===== config.mk =====
export PLATFORM = sky130hd
export DESIGN_NAME = tile_write_ctrl
export DESIGN_NICKNAME = d
export VERILOG_FILES = /design/src/rtl/tile_write_ctrl.sv
export SDC_FILE = /design/constraint.sdc
export NUM_CORES = 1
export LEC_CHECK = 0
export CORE_MARGIN = 2
export CORE_UTILIZATION = 25
export CTS_BUF_LIST = sky130_fd_sc_hd__clkbuf_4
export CTS_CLUSTER_SIZE = 20
export DETAILED_ROUTE_END_ITERATION = 12
export HOLD_SLACK_MARGIN = 0.15
export PLACE_DENSITY = 0.51
export SLEW_MARGIN = 20
export SYNTH_ARGS = -nofsm -noshare
export SYNTH_HDL_FRONTEND = slang
export SYNTH_SLANG_ARGS = --single-unit

===== constraint.sdc =====
create_clock -name clk_75mhz -period 3.8 [get_ports clk_75mhz]
set_clock_uncertainty 0.15 [all_clocks]
set_input_delay 0.76 -clock clk_75mhz [delete_from_list [all_inputs] [get_ports clk_75mhz]]
set_output_delay 0.76 -clock clk_75mhz [all_outputs]
set_load 0.05 [all_outputs]

===== src/rtl/tile_write_ctrl.sv =====
// Tile BRAM port A owner: arbitrates full-screen clear, character stream writes
// and cursor moves, producing registered one-cycle write strobes at {row, col}.
module tile_write_ctrl #(
  parameter int COLS   = 160,
  parameter int ROWS   = 45,
  parameter int COL_W  = 8,
  parameter int ROW_W  = 6,
  parameter int ADDR_W = 14
) (
  input  logic              clk_75mhz,
  input  logic              rst_sync,
  input  logic              clear_req,
  input  logic [7:0]        fill_char,
  input  logic              key_valid,
  input  logic [7:0]        key_char,
  output logic              key_ready,
  input  logic              up_pulse,
  input  logic              down_pulse,
  input  logic              left_pulse,
  input  logic              right_pulse,
  output logic              bram_we,
  output logic [ADDR_W-1:0] bram_addr,
  output logic [7:0]        bram_din,
  output logic [COL_W-1:0]  cur_col,
  output logic [ROW_W-1:0]  cur_row,
  output logic              busy
);

  typedef enum logic [1:0] {
    ST_IDLE  = 2'd0,
    ST_WRITE = 2'd1,
    ST_CLEAR = 2'd2
  } state_t;

  localparam logic [COL_W-1:0] COL_MAX  = COL_W'(COLS - 1);
  localparam logic [ROW_W-1:0] ROW_MAX  = ROW_W'(ROWS - 1);
  localparam logic [COL_W-1:0] COL_ZERO = {COL_W{1'b0}};
  localparam logic [ROW_W-1:0] ROW_ZERO = {ROW_W{1'b0}};
  localparam logic [COL_W-1:0] COL_ONE  = COL_W'(1);
  localparam logic [ROW_W-1:0] ROW_ONE  = ROW_W'(1);

  function automatic logic [ADDR_W-1:0] pack_addr(input logic [ROW_W-1:0] r,
                                                  input logic [COL_W-1:0] c);
    return ADDR_W'({r, c});
  endfunction

  state_t              state_q, state_d;
  logic                pend_q, pend_d;
  logic [7:0]          fill_q, fill_d;
  logic [COL_W-1:0]    ccol_q, ccol_d;
  logic [ROW_W-1:0]    crow_q, crow_d;
  logic [COL_W-1:0]    col_q, col_d;
  logic [ROW_W-1:0]    row_q, row_d;
  logic                we_q, we_d;
  logic [ADDR_W-1:0]   addr_q, addr_d;
  logic [7:0]          din_q, din_d;
  logic [3:0]          moves;

  assign moves = {up_pulse, down_pulse, left_pulse, right_pulse};

  // State and datapath registers
  always_ff @(posedge clk_75mhz or posedge rst_sync) begin
    if (rst_sync) begin
      state_q <= ST_IDLE;
      pend_q  <= 1'b0;
      fill_q  <= 8'h00;
      ccol_q  <= COL_ZERO;
      crow_q  <= ROW_ZERO;
      col_q   <= COL_ZERO;
      row_q   <= ROW_ZERO;
      we_q    <= 1'b0;
      addr_q  <= {ADDR_W{1'b0}};
      din_q   <= 8'h00;
    end else begin
      state_q <= state_d;
      pend_q  <= pend_d;
      fill_q  <= fill_d;
      ccol_q  <= ccol_d;
      crow_q  <= crow_d;
      col_q   <= col_d;
      row_q   <= row_d;
      we_q    <= we_d;
      addr_q  <= addr_d;
      din_q   <= din_d;
    end
  end

  // Next-state, cursor and write-port computation
  always_comb begin
    state_d = state_q;
    pend_d  = pend_q;
    fill_d  = fill_q;
    ccol_d  = ccol_q;
    crow_d  = crow_q;
    col_d   = col_q;
    row_d   = row_q;
    we_d    = 1'b0;
    addr_d  = addr_q;
    din_d   = din_q;

    if (clear_req && (state_q != ST_CLEAR)) begin
      pend_d = 1'b1;
    end else begin
      pend_d = pend_q;
    end

    case (state_q)
      ST_IDLE: begin
        if (pend_q) begin
          // A clear_req arriving on the start edge merges into this clear
          fill_d  = fill_char;
          pend_d  = 1'b0;
          ccol_d  = COL_ZERO;
          crow_d  = ROW_ZERO;
          state_d = ST_CLEAR;
        end else if (key_valid && !clear_req) begin
          state_d = ST_WRITE;
          case (key_char)
            8'h0D: col_d = COL_ZERO;
            8'h0A: begin
              col_d = COL_ZERO;
              row_d = (row_q == ROW_MAX) ? ROW_ZERO : row_q + ROW_ONE;
            end
            8'h08: begin
              if (col_q != COL_ZERO) begin
                col_d  = col_q - COL_ONE;
                we_d   = 1'b1;
                addr_d = pack_addr(row_q, col_q - COL_ONE);
                din_d  = 8'h20;
              end else begin
                col_d  = col_q;
              end
            end
            default: begin
              we_d   = 1'b1;
              addr_d = pack_addr(row_q, col_q);
              din_d  = key_char;
              if (col_q == COL_MAX) begin
                col_d = COL_ZERO;
                row_d = (row_q == ROW_MAX) ? ROW_ZERO : row_q + ROW_ONE;
              end else begin
                col_d = col_q + COL_ONE;
              end
            end
          endcase
        end else begin
          // Only a single one-hot pulse moves; moves saturate at the edges
          case (moves)
            4'b1000: row_d = (row_q != ROW_ZERO) ? row_q - ROW_ONE : row_q;
            4'b0100: row_d = (row_q != ROW_MAX)  ? row_q + ROW_ONE : row_q;
            4'b0010: col_d = (col_q != COL_ZERO) ? col_q - COL_ONE : col_q;
            4'b0001: col_d = (col_q != COL_MAX)  ? col_q + COL_ONE : col_q;
            default: col_d = col_q;
          endcase
        end
      end
      ST_WRITE: state_d = ST_IDLE;
      ST_CLEAR: begin
        we_d   = 1'b1;
        addr_d = pack_addr(crow_q, ccol_q);
        din_d  = fill_q;
        if (ccol_q == COL_MAX) begin
          ccol_d = COL_ZERO;
          if (crow_q == ROW_MAX) begin
            crow_d  = ROW_ZERO;
            col_d   = COL_ZERO;
            row_d   = ROW_ZERO;
            state_d = ST_IDLE;
          end else begin
            crow_d = crow_q + ROW_ONE;
          end
        end else begin
          ccol_d = ccol_q + COL_ONE;
        end
      end
      default: state_d = ST_IDLE;
    endcase
  end

  // Combinational handshake and status outputs
  always_comb begin
    key_ready = (state_q == ST_IDLE) && !pend_q && !clear_req && !rst_sync;
    busy      = (state_q == ST_CLEAR) || pend_q;
  end

  assign bram_we   = we_q;
  assign bram_addr = addr_q;
  assign bram_din  = din_q;
  assign cur_col   = col_q;
  assign cur_row   = row_q;

endmodule


## Word level (Yosys, flattened, before mapping)

Index checks and enable logic that the tools add are counted.

| cells by class | value |
|---|---|
| add/subtract/negate cells | 6 |
| muxes and demuxes | 51 |
| reduce and logical (&&, ||, !) cells | 22 |
| equality and inequality tests | 30 |

Operators with widths:

| kind | count |
|---|---|
| $mux 8 | 12 |
| $pmux 8 s2 | 6 |
| $mux 6 | 11 |
| $pmux 14 s2 | 2 |
| $pmux 6 s2 | 4 |
| $mux 14 | 3 |
| $eq 8x4->1 const B | 3 |
| $add 8x1->8 const B | 2 |
| $eq 8x8->1 const B | 2 |
| $ne 2x2->1 const B | 7 |
| $add 6x1->6 const B | 2 |
| $eq 6x6->1 const B | 2 |
| $ne 4x4->1 const B | 3 |
| $ne 3x3->1 const B | 3 |
| $reduce_and 9->1 | 1 |
| $mux 2 | 4 |
| $ne 4x2->1 const B | 2 |
| $ne 8x8->1 const B | 1 |
| $reduce_bool 8->1 | 1 |
| $sub 8x1->8 const B | 1 |
| $mux 1 | 6 |
| $ne 6x6->1 const B | 1 |
| $reduce_and 3->1 | 2 |
| $reduce_and 6->1 | 1 |
| other kinds (18) | 27 |

| word-level totals | value |
|---|---|
| flip-flop bits (word level) | 62 |
| output and inout port bits | 39 |
| word-level logic and storage cells | 119 |
| bits of input ports | 24 |

## Depth between registers and ports, before layout

| logic depth | value |
|---|---|
| depth after elaboration | 7 |
| mapped depth | 10 |
| gate-level depth less buffers | 8 |

## Worst setup path before layout

Ideal clock, no wire load.

| timing | value |
|---|---|
| path kind | input to output |
| start | input port rst_sync |
| end | output port key_ready |
| stages on the path | 1 |
| data required time | 2.890 ns |
| arrival | 2.403 ns |
| buffers on the path | 0 |
| slack | 0.487 ns |
| cells stage by stage | nor4b_1 |

| on the way | value |
|---|---|
| word-level cells in the longest chain between the ends | 2 |

RTL lines:

| item | line | source |
|---|---|---|
| from (decl) | 11 | `input logic rst_sync,` |
| $logic_not 1->1 | 182 | `key_ready = (state_q == ST_IDLE) && !pend_q && !clear_req && !rst_sync;` |
| $logic_and 1x1->1 | 182 |  |
| to (decl) | 16 | `output logic key_ready,` |

No other way between the ends.

## Worst setup path after layout

| timing | value |
|---|---|
| start | register state_q[0] |
| end | output port key_ready |

| on the way | value |
|---|---|
| word-level cells in the longest chain between the ends | 4 |

RTL lines:

| item | line | source |
|---|---|---|
| from (decl) | 47 | `state_t state_q, state_d;` |
| from (signal assigned) | 75 | `state_q <= state_d;` |
| $logic_not 2->1 | 182 |  |
| $logic_and 1x1->1 (3 in series) | 182 |  |

No other way between the ends.

==> run summary <==
Status: completed
Max Cap Viol: 0
Seq cells post-synth: 62
Setup bufs post-CTS: 0
Die width: 128 µm
Mapped Cells: 440
Diode count: 0
Sink Count: 62
Fin. Hold Viols: 0
PortBufs: 62
Layout cell share with drive strength beyond 1: 11.0%
CTS tree: done
Crit start category: flip-flop
Initial Util: 25.3%
Post-DRT Antenna Nets: 0
Syn Area/Cell: 8.69 µm²
H-tree depth: 3
P per Cell Area: 868 mW/mm²
Number of remaining DRC errors: 0
Post-detail-place hpwl: 8100 µm
Initial antenna violation count: 0
Tcrit/Tclk final: 87.6%
Final hold slack: 374 ps
Post_cts resized: 0
Chip Height: 128 µm
Leakage: 1.88 nW
Nets@finish: 526
First-pass GRT wire length: 18200 µm
Clk slew on worst S/H paths: 120 ps
Area Overhead vs Synth: 24.7%
Slew headroom: 43.5%
Final WL: 11200 µm
Total grt overflow: 0
Routed len/inst: 16.2 µm
Synth Flop Type: dfrtp_1
CP Class: flip-flop to output pin
TritonCTS Buffers: 9
Cell Rows: 45
Synthesized net count: 472
Yosys warnings: 0
Vias per inst: 5.22
Distinct cell type count after synthesis: 55
Crit. End Element: output pin
Total number of vias: 3587
Die Footprint: 0.0163 mm²
Top post-synthesis cells by count: nand2_1, dfrtp_1, nor2_1, o21ai_0, a31oi_1
Starting DRT DRC Count: 238
Setup-failing EPs final: 0
Fraction of registers with async set/reset: 100%
RSZ-0062 raised after global routing: no
Post-synth EDFFs: 0
Mapped Area: 0.00382 mm²
RD Place Congestion: 0.847
Later-pin clock latency in the skew report: 440 ps
CTS max path bufs: 2
Final Non-Filler Cells: 687
Crit path DAT: 2420 ps
Peak supply drop: 0.267 mV
Actual transition at the worst max-transition pin: 847 ps
Core Region: 0.0151 mm²
Max Clock Freq: 301 MHz
TNS Setup: 0 ps
Inst Count DP: 671
Crit Path Max Fanout: 6
Clock Tree Root: clkbuf_4
Max-slew violations: 0
Synth top area cells: dfrtp_1, nand2_1, o21ai_0, mux2_2, nor2_1
Final min period: 3330 ps
Worst hold-check path type: flip-flop to flip-flop
Final core utilization: 31.6%
Count leader, synth: nand2_1
IO Pins: 63
GRT Overall Usage: 14.2%
Post-CTS Hold Fix Bufs: 0
Sequential share of the synthesized area: 40.6%
Largest net degree at the start of global routing: 63
CP required: 2890 ps
Number of global-route vias before repair: 3432
Synth area leader: dfrtp_1
Yosys top cell area share: 40.6%
Detailed Routing Iterations Pass 1: 5
-- routing by layer --
metal | wire length, µm | track usage, % | part of all wire (%)
met3 | 711 | 3.34 | 6.4
met5 | 0 | 0 | 0
met4 | 267 | 6.14 | 2.4
met2 | 5230 | 22.0 | 47
met1 | 4950 | 18.9 | 44
-- cell families (layout without fill, tap and decap cells) --
kind of cell,after synthesis,count (layout),share of synthesized area (%)
XOR/XNOR,13,13,2.98
AND/OR/NAND/NOR,186,186,23.2
flip-flops,62,62,40.6
buffers and inverters,39,98,4.71
AO/OA/AOI/OAI,112,112,19.5
multiplexers,20,20,6.42
adder cells (fa/ha/maj),8,8,2.62
-- area by class of cell --
cell class | instances | area (µm²)
fillers | 1602 | 10300
multi-input cells | 339 | 2090
flip-flops and latches | 62 | 1550
repair buffers | 70 | 693
well taps | 188 | 235
clock inverters | 7 | 80.1
clock buffers | 9 | 67.6
inverters | 12 | 45.0
-- final timing paths --
path / to / cells past startpoint / startpoint / slack (ps)
max: key_ready / 3 / state_q[0]$_DFFE_PP0P_ / 470
min: fill_q[5]$_DFFE_PP0P_ / 1 / fill_q[5]$_DFFE_PP0P_ / 370
max reg2reg: cur_col[4]$_DFFE_PP0P_ / 8 / cur_col[1]$_DFFE_PP0P_ / 900
min reg2reg: fill_q[5]$_DFFE_PP0P_ / 1 / fill_q[5]$_DFFE_PP0P_ / 370
max in group asynchronous: bram_addr[0]$_DFFE_PP0P_ / 3 / rst_sync / 2170
min in group asynchronous: cur_col[1]$_DFFE_PP0P_ / 3 / rst_sync / 730
-- state kept, by name (all words and copies together) (netlist names) --
name and flops:
state_q 2, crow_q 6, ccol_q 8, cur_col 8
pend_q 1, fill_q 8, bram_din 8, bram_addr 14
bram_we 1, cur_row 6
-- placed cells by master, fill, tap and decap left out, types with 5 or more instances in the layout --
master           Yosys  layout
a21oi_1              5       5
a31oi_1             20      20
buf_4                4       7
clkbuf_4             0       9
clkdlybuf4s50_1      0      62
dfrtp_1             62      62
ha_1                 8       8
inv_1               12      11
mux2_2              16      16
nand2_1             69      69
nand3_1             14      14
nand4_1              9       9
nor2_1              46      45
nor2b_1              6       6
nor3_1               9       9
nor4b_1              5       5
o211ai_1             5       5
o21ai_0             36      36
o22ai_1              7       7
o31ai_1              8       8
xnor2_1             10      10
-- critical path, stage by stage (launching register included) --
cell,delay (ps)
dfrtp_1,490
nor2_1,350
nor4b_1,280
clkdlybuf4s50_1,860
-- stage by stage --
step                area, µm²  total power, mW  setup slack (ps)
global placement         4620             3.63               516
detailed placement       4620             3.66               497
CTS                      4770             4.17               435
floorplan                3820             2.91               487
finish                   4770             4.13               473
global route             4770             4.44               308
-- power breakdown --
group          leakage [nW]  internal (mW)  switching (mW)  total, mW
combinational          1.02          0.914            1.51       2.42
clock                0.0735          0.208           0.295      0.502
sequential            0.789          0.905           0.304       1.21
Note: power is estimated with default switching activity, not from simulation.
